$ cat src/rtl/axi4_lite_cmd_master.sv
// AXI4-Lite master: executes one read or write command at a time from a valid/ready
// command port and returns the captured response, counting non-OKAY responses.
module axi4_lite_cmd_master #(
    parameter int          ADDR_WIDTH    = 32,
    parameter int          DATA_WIDTH    = 32,
    parameter logic [2:0]  PROT          = 3'b000,
    parameter int          ERR_CNT_WIDTH = 16,
    localparam int         STRB_WIDTH    = DATA_WIDTH / 8
) (
    input  logic                     ACLK,
    input  logic                     ARESETN,
    input  logic                     CMD_VALID,
    output logic                     CMD_READY,
    input  logic                     CMD_WRITE,
    input  logic [ADDR_WIDTH-1:0]    CMD_ADDR,
    input  logic [DATA_WIDTH-1:0]    CMD_WDATA,
    input  logic [STRB_WIDTH-1:0]    CMD_WSTRB,
    output logic                     RSP_VALID,
    input  logic                     RSP_READY,
    output logic                     RSP_WRITE,
    output logic [DATA_WIDTH-1:0]    RSP_RDATA,
    output logic [1:0]               RSP_RESP,
    output logic [ERR_CNT_WIDTH-1:0] ERR_COUNT,
    output logic [ADDR_WIDTH-1:0]    M_AWADDR,
    output logic [2:0]               M_AWPROT,
    output logic                     M_AWVALID,
    input  logic                     M_AWREADY,
    output logic [DATA_WIDTH-1:0]    M_WDATA,
    output logic [STRB_WIDTH-1:0]    M_WSTRB,
    output logic                     M_WVALID,
    input  logic                     M_WREADY,
    input  logic [1:0]               M_BRESP,
    input  logic                     M_BVALID,
    output logic                     M_BREADY,
    output logic [ADDR_WIDTH-1:0]    M_ARADDR,
    output logic [2:0]               M_ARPROT,
    output logic                     M_ARVALID,
    input  logic                     M_ARREADY,
    input  logic [DATA_WIDTH-1:0]    M_RDATA,
    input  logic [1:0]               M_RRESP,
    input  logic                     M_RVALID,
    output logic                     M_RREADY
);

    typedef enum logic [2:0] {
        IDLE,
        WR,
        WR_RESP,
        RD_ADDR,
        RD_DATA,
        RSP
    } state_t;

    state_t state;

    assign CMD_READY = (state == IDLE);
    assign M_AWPROT  = PROT;
    assign M_ARPROT  = PROT;

    // AW and W are each "done" once their VALID is low or being accepted this edge,
    // so the two channels may finish in either order or together.
    always_ff @(posedge ACLK) begin
        if (!ARESETN) begin
            state     <= IDLE;
            M_AWADDR  <= '0;
            M_AWVALID <= 1'b0;
            M_WDATA   <= '0;
            M_WSTRB   <= '0;
            M_WVALID  <= 1'b0;
            M_BREADY  <= 1'b0;
            M_ARADDR  <= '0;
            M_ARVALID <= 1'b0;
            M_RREADY  <= 1'b0;
            RSP_VALID <= 1'b0;
            RSP_WRITE <= 1'b0;
            RSP_RDATA <= '0;
            RSP_RESP  <= 2'b00;
            ERR_COUNT <= '0;
        end else begin
            case (state)
                IDLE: begin
                    if (CMD_VALID) begin
                        if (CMD_WRITE) begin
                            M_AWADDR  <= CMD_ADDR;
                            M_WDATA   <= CMD_WDATA;
                            M_WSTRB   <= CMD_WSTRB;
                            M_AWVALID <= 1'b1;
                            M_WVALID  <= 1'b1;
                            state     <= WR;
                        end else begin
                            M_ARADDR  <= CMD_ADDR;
                            M_ARVALID <= 1'b1;
                            state     <= RD_ADDR;
                        end
                    end
                end
                WR: begin
                    if (M_AWVALID && M_AWREADY) M_AWVALID <= 1'b0;
                    if (M_WVALID && M_WREADY)   M_WVALID  <= 1'b0;
                    if ((!M_AWVALID || M_AWREADY) && (!M_WVALID || M_WREADY)) begin
                        M_BREADY <= 1'b1;
                        state    <= WR_RESP;
                    end
                end
                WR_RESP: begin
                    if (M_BVALID) begin
                        M_BREADY  <= 1'b0;
                        RSP_VALID <= 1'b1;
                        RSP_WRITE <= 1'b1;
                        RSP_RDATA <= '0;
                        RSP_RESP  <= M_BRESP;
                        if (M_BRESP != 2'b00 && ERR_COUNT != '1)
                            ERR_COUNT <= ERR_COUNT + ERR_CNT_WIDTH'(1);
                        state     <= RSP;
                    end
                end
                RD_ADDR: begin
                    if (M_ARREADY) begin
                        M_ARVALID <= 1'b0;
                        M_RREADY  <= 1'b1;
                        state     <= RD_DATA;
                    end
                end
                RD_DATA: begin
                    if (M_RVALID) begin
                        M_RREADY  <= 1'b0;
                        RSP_VALID <= 1'b1;
                        RSP_WRITE <= 1'b0;
                        RSP_RDATA <= M_RDATA;
                        RSP_RESP  <= M_RRESP;
                        if (M_RRESP != 2'b00 && ERR_COUNT != '1)
                            ERR_COUNT <= ERR_COUNT + ERR_CNT_WIDTH'(1);
                        state     <= RSP;
                    end
                end
                RSP: begin
                    // Address/data buses return to zero once the command is fully retired.
                    if (RSP_READY) begin
                        RSP_VALID <= 1'b0;
                        M_AWADDR  <= '0;
                        M_WDATA   <= '0;
                        M_WSTRB   <= '0;
                        M_ARADDR  <= '0;
                        state     <= IDLE;
                    end
                end
                default: state <= IDLE;
            endcase
        end
    end

endmodule
$ cat config.mk
export PLATFORM = sky130hd
export DESIGN_NAME = axi4_lite_cmd_master
export DESIGN_NICKNAME = d
export VERILOG_FILES = /design/src/rtl/axi4_lite_cmd_master.sv
export SDC_FILE = /design/constraint.sdc
export NUM_CORES = 1
export LEC_CHECK = 0
export CAP_MARGIN = 20
export CORE_MARGIN = 4
export CORE_UTILIZATION = 42
export DETAILED_ROUTE_END_ITERATION = 12
export PLACE_DENSITY = 0.8
export REMOVE_ABC_BUFFERS = 1
export SLEW_MARGIN = 20
export SYNTH_ARGS = -nofsm -noshare
export SYNTH_HDL_FRONTEND = slang
export SYNTH_SLANG_ARGS = --single-unit
$ cat constraint.sdc
create_clock -name ACLK -period 2.5 [get_ports ACLK]
set_clock_uncertainty 0.1 [all_clocks]
set_input_delay 0.5 -clock ACLK [delete_from_list [all_inputs] [get_ports ACLK]]
set_output_delay 0.5 -clock ACLK [all_outputs]
set_load 0.01 [all_outputs]
==> results.yml, run 1 <==
power:
  power.switching_mw: 2.60
  pwr_density_cell_nw_per_um2: 861
  switching_share_pct: 30.7
  p_clk_share_pct: 33.7
  p_comb_share_pct: 29.7
  ir_worst_vdd_v: 0.000566
  power_frac_seq_pct: 36.6
  p_int_mw: 5.85
  finalPower_mw: 8.44
  p_leak_nw: 3.34
detailed_routing:
  num_vias: 6442
  drt_iter0_drc: 317
  ant_nets: 0
  dr.pass1.iters: 5
  wirelength_um: 20200
  drc: 0
  viasPerCell: 5.32
  wl_per_cell_um: 16.7
floorplan:
  rows: 44
  ios: 278
  die_y_um: 129
  core_um2: 14500
  dieWidth_um: 129
  die_area_um2: 16700
  start_util_pct: 42.8
synthesis:
  syn-mean-instance-area_um2: 8.02
  synth-edff-count: 0
  ys_ff_latch: 160
  synth-main-ff-cell: "dfxtp_1"
  synth-async-reset-ratio_pct: 0
  synth-seq-area-share_pct: 51.7
  synth_area_um2: 6190
  syn_inst: 772
  synth_cell_types: 40
  synth_common_cells: "160 x dfxtp_1, 157 x a21oi_1, 143 x nand2_1"
  synth_warnings: 0
  synth_most_common_cell: "dfxtp_1"
  synth_area_leaders: "dfxtp_1 52%, a21oi_1 13%, nand3_1 11%"
  synth_top_area_cell: "dfxtp_1"
  yosysTopAreaCellShare_pct: 51.7
sta:
  finalSetupTns_ns: 0
  worst_hold_slack_ns: 0.348
  finalHoldViolCount: 0
  fin_crit_sh_pct: 95.1
  rsz0062_at_grt: "no"
  max_freq_ghz: 0.421
  max_slew_margin_pct: 59.2
  fin_crit_ns: 2.38
  layout_setup_ws_ns: 0.123
  finalMaxSlewViolations: 0
  setup_violations: 0
  worst_pin_slew_ns: 0.611
cts:
  cts.htree.levels: 4
  clockBufferDepth: 2
  cts_buffers: 17
  path_clk_slew_ns: 0.06
  ctsHoldBuffers: 0
  numClockSinks: 160
  cts_resized: 0
  cts_root_buf: "clkbuf_16"
  cts_setup_buffers: 0
  clock_latency_ns: 0.42
  tritoncts: "yes"
placed_design:
  routabilityCongestion: 0.816
  port_buffers: 271
  hpwl_um: 13900
  post-place-ws_ns: 0.0210
  dpl_cell_area_um2: 9160
  dp_cells: 1181
setup_path:
  start_kind: "flop"
  critical_path_required_ns: 1.90
  path_buf_inv: 1
  critPathMaxFanout: 18
  worstPathCellList: "nor3_2 > clkdlybuf4s50_1"
  reg2reg_to: "ERR_COUNT[13]"
  crit_start: "state[0]"
  crit_path_top_delay_cell: "clkdlybuf4s50_1"
  crit_family: "buffers and inverters"
  max_stage_delay_ns: 0.58
  regToRegSetupSlack_ns: 0.23
  path_class: "reg -> out"
  r2r_start: "state[0]"
  r2r_cells: 6
  end_kind: "output pin"
  arrival_ns: 1.78
worst_hold_path:
  min_path_type: "reg -> reg"
  hold_path_startpoint: "RSP_RDATA[6]"
  holdPathStages: 2
  hold_end: "RSP_RDATA[6]"
layout:
  multi_input_area_um2: 2710
  synthToLayoutAreaGrowth_pct: 58.5
  fin_util_pct: 67.8
  num-fill-cells: 1208
  regArea_um2: 3200
  drive_gt1_share_pct: 6.23
  fin_nets: 1131
  fin_area_um2: 9810
  diodes: 0
  stdcell_count: 1212
global_routing:
  track_usage_pct: 23.4
  grt_antenna_before_repair: 0
  grt_pass1_wl_um: 31200
  grt.overflow.total: 0
  grt_pass1_vias: 6126
  grt_max_degree: 73
run:
  cap_violations: 0
outcome:
  outcome: "completed"
## cell type report
| class | instances | share of cell area, % |
|---|---|---|
| Clock inverter | 12 | 2.12 |
| Timing Repair Buffer | 293 | 30.5 |
| Inverter | 6 | 0.255 |
| Sequential cell | 160 | 32.6 |
| Multi-Input combinational cell | 538 | 27.6 |
| Clock buffer | 19 | 4.51 |
| Tap cell | 184 | 2.35 |
## layer usage
layer	part of all wire [%]	vias up	global-route usage (%)
li1	-	3150	-
met1	39	3013	27.6
met2	48	251	39.0
met3	11	28	9.03
met4	1.8	0	8.19
met5	0	-	0
## worst register-to-register path, stage by stage, from the launching register on
cell      delay, ns
dfxtp_1        0.71
nor2_1         0.14
a32oi_1        0.28
o211ai_2       0.15
buf_12         0.19
or4_1          0.48
a21oi_1        0.17
## sequential cells by signal, indices dropped and copies added (netlist names)
register   count
ERR_COUNT     16
M_ARADDR      32
M_ARVALID      1
M_AWADDR      32
M_AWVALID      1
M_BREADY       1
M_RREADY       1
M_WDATA       32
M_WSTRB        4
M_WVALID       1
RSP_RDATA     32
RSP_RESP       2
RSP_VALID      1
RSP_WRITE      1
state          3
## kinds of logic after synthesis
logic type      share of synthesized area (%)
compound gates                           16.1
xor+xnor                                0.283
fa+ha+maj                               0.202
buf+inv                                  5.50
flops                                    51.7
mux                                     0.485
other cells                            0.0606
simple gates                             25.6
## power groups by stage
stage	combinational, mW	sequential (mW)	clock, mW
5_1_grt	2.73	3.13	3.01
2_1_floorplan	0.962	3.25	0
6_report	2.50	3.09	2.85
3_3_place_gp	2.48	3.13	0
3_5_place_dp	2.50	3.14	0
4_1_cts	2.52	3.08	2.90
## worst max path at each step
stage,end,slack [ns],cells after the start
after floorplan,M_AWADDR[0],-2.23,5
final,CMD_READY,0.12,2
after CTS,CMD_READY,0.06,2
after global routing,CMD_READY,0.03,2
after detailed placement,ERR_COUNT[13],0.02,7
after global placement,ERR_COUNT[13],0.08,7
## cells in the final DEF (no fill, tap or decap), drive strengths merged, types with 5 or more instances in the layout
| master | Yosys | layout |
|---|---|---|
| conb | 1 | 6 |
| o31ai | 6 | 6 |
| inv | 5 | 8 |
| clkdlybuf4s50 | 0 | 271 |
| a21oi | 157 | 157 |
| dfxtp | 160 | 160 |
| or3 | 8 | 8 |
| o21ai | 11 | 11 |
| or4 | 7 | 7 |
| nand3 | 141 | 141 |
| buf | 15 | 22 |
| bufinv | 0 | 5 |
| nor2b | 6 | 6 |
| nor2 | 12 | 12 |
| clkbuf | 58 | 19 |
| a211oi | 7 | 7 |
| nand2 | 143 | 143 |
(Power assumes the default switching activity.)
==> run 2, diff against run 1 <==
==> constraint.sdc (replaced) <==
create_clock -name ACLK -period 2.5 [get_ports ACLK]
set_clock_uncertainty 0.1 [all_clocks]
set_input_delay 0.25 -clock ACLK [delete_from_list [all_inputs] [get_ports ACLK]]
set_output_delay 0.25 -clock ACLK [all_outputs]
set_load 0.01 [all_outputs]
==> results.yml, run 2 (synthesis results as in run 1) <==
outcome:
  outcome: "completed"
global_routing:
  grt.overflow.total: 0
  grt_antenna_before_repair: 0
  grt_max_degree: 54
  track_usage_pct: 23.7
  grt_pass1_vias: 6188
  grt_pass1_wl_um: 31700
cts:
  cts_root_buf: "clkbuf_16"
  numClockSinks: 160
  cts_setup_buffers: 0
  cts.htree.levels: 4
  tritoncts: "yes"
  clock_latency_ns: 0.41
  cts_buffers: 17
  clockBufferDepth: 2
  path_clk_slew_ns: 0.06
  ctsHoldBuffers: 0
  cts_resized: 0
power:
  p_leak_nw: 3.31
  pwr_density_cell_nw_per_um2: 830
  ir_worst_vdd_v: 0.000511
floorplan:
  start_util_pct: 42.8
  core_um2: 14500
  die_y_um: 129
  rows: 44
  dieWidth_um: 129
  die_area_um2: 16700
  ios: 278
sta:
  fin_crit_sh_pct: 89.0
  rsz0062_at_grt: "no"
  setup_violations: 0
  max_freq_ghz: 0.450
  max_slew_margin_pct: 62.2
  worst_pin_slew_ns: 0.566
  worst_hold_slack_ns: 0.294
  fin_crit_ns: 2.22
  finalSetupTns_ns: 0
  finalMaxSlewViolations: 0
  finalHoldViolCount: 0
  layout_setup_ws_ns: 0.276
layout:
  fin_area_um2: 9720
  fin_nets: 1132
  multi_input_area_um2: 2710
  mostFrequentLayoutCells: "271 x clkdlybuf4s50_1, 160 x dfxtp_1, 155 x a21oi_1, 142 x nand2_1, 141 x nand3_1"
  drive_gt1_share_pct: 6.22
  diodes: 0
  final_common_cell: "clkdlybuf4s50_1"
  synthToLayoutAreaGrowth_pct: 57.0
  num-fill-cells: 1225
  regArea_um2: 3200
setup_path:
  arrival_ns: 1.87
  critPathMaxFanout: 18
  end_kind: "output pin"
  start_kind: "flop"
  critical_path_required_ns: 2.15
  path_class: "reg -> out"
detailed_routing:
  viasPerCell: 5.28
  wl_per_cell_um: 16.8
  wirelength_um: 20400
  num_vias: 6405
  ant_nets: 0
  drt_iter0_drc: 320
  drc: 0
  dr.pass1.iters: 4
worst_hold_path:
  min_path_type: "in -> reg"
placed_design:
  port_buffers: 271
  post-place-ws_ns: 0.245
  routabilityCongestion: 0.813
  hpwl_um: 14100
  dpl_cell_area_um2: 9150
run:
  cap_violations: 0
==> run 2: area by class of cell <==
cell class | count | area share, %
multi-input cells | 538 | 27.8
repair buffers | 294 | 30.7
flip-flops and latches | 160 | 33.0
clock buffers | 18 | 4.42
inverters | 6 | 0.257
well taps | 184 | 2.37
clock inverters | 13 | 1.43
==> run 2: stage by stage <==
step / power [mW] / instances / utilization [%]
floorplan: 4.22 / 704 / -
global placement: 5.58 / 1182 / 63.2
detailed placement: 5.61 / 1182 / 63.2
CTS: 8.14 / 1213 / 67.1
global route: 8.51 / 1213 / 67.1
finish: 8.07 / 1213 / 67.1
==> run 2: final timing paths <==
| kind | start | endpoint | slack [ns] | cells past startpoint |
|---|---|---|---|---|
| hold / removal | CMD_WDATA[5] | M_WDATA[5] | 0.29 | 3 |
| hold reg to reg | RSP_RDATA[21] | RSP_RDATA[21] | 0.35 | 2 |
| setup / recovery | state[0] | CMD_READY | 0.28 | 3 |
| setup reg to reg | state[1] | ERR_COUNT[1] | 0.32 | 6 |
==> run 2: power breakdown <==
group / switching, mW / internal (mW)
clock network: 1.04 / 1.47
logic: 1.32 / 1.16
registers: 0.225 / 2.86
total: 2.58 / 5.49
==> run 2: worst max-delay path: stages, from the launching register on <==
cell             delay [ns]
dfxtp_1                0.48
nor3_1                 0.29
buf_4                  0.16
clkdlybuf4s50_1        0.53
==> run 2: per-layer routing <==
metal | GRT usage [%] | vias to the layer above | routed length (µm)
li1 | - | 3150 | -
met1 | 27.4 | 2982 | 8070
met2 | 40.0 | 254 | 9830
met3 | 10.4 | 19 | 2200
met4 | 6.85 | 0 | 291
met5 | 0 | - | 0
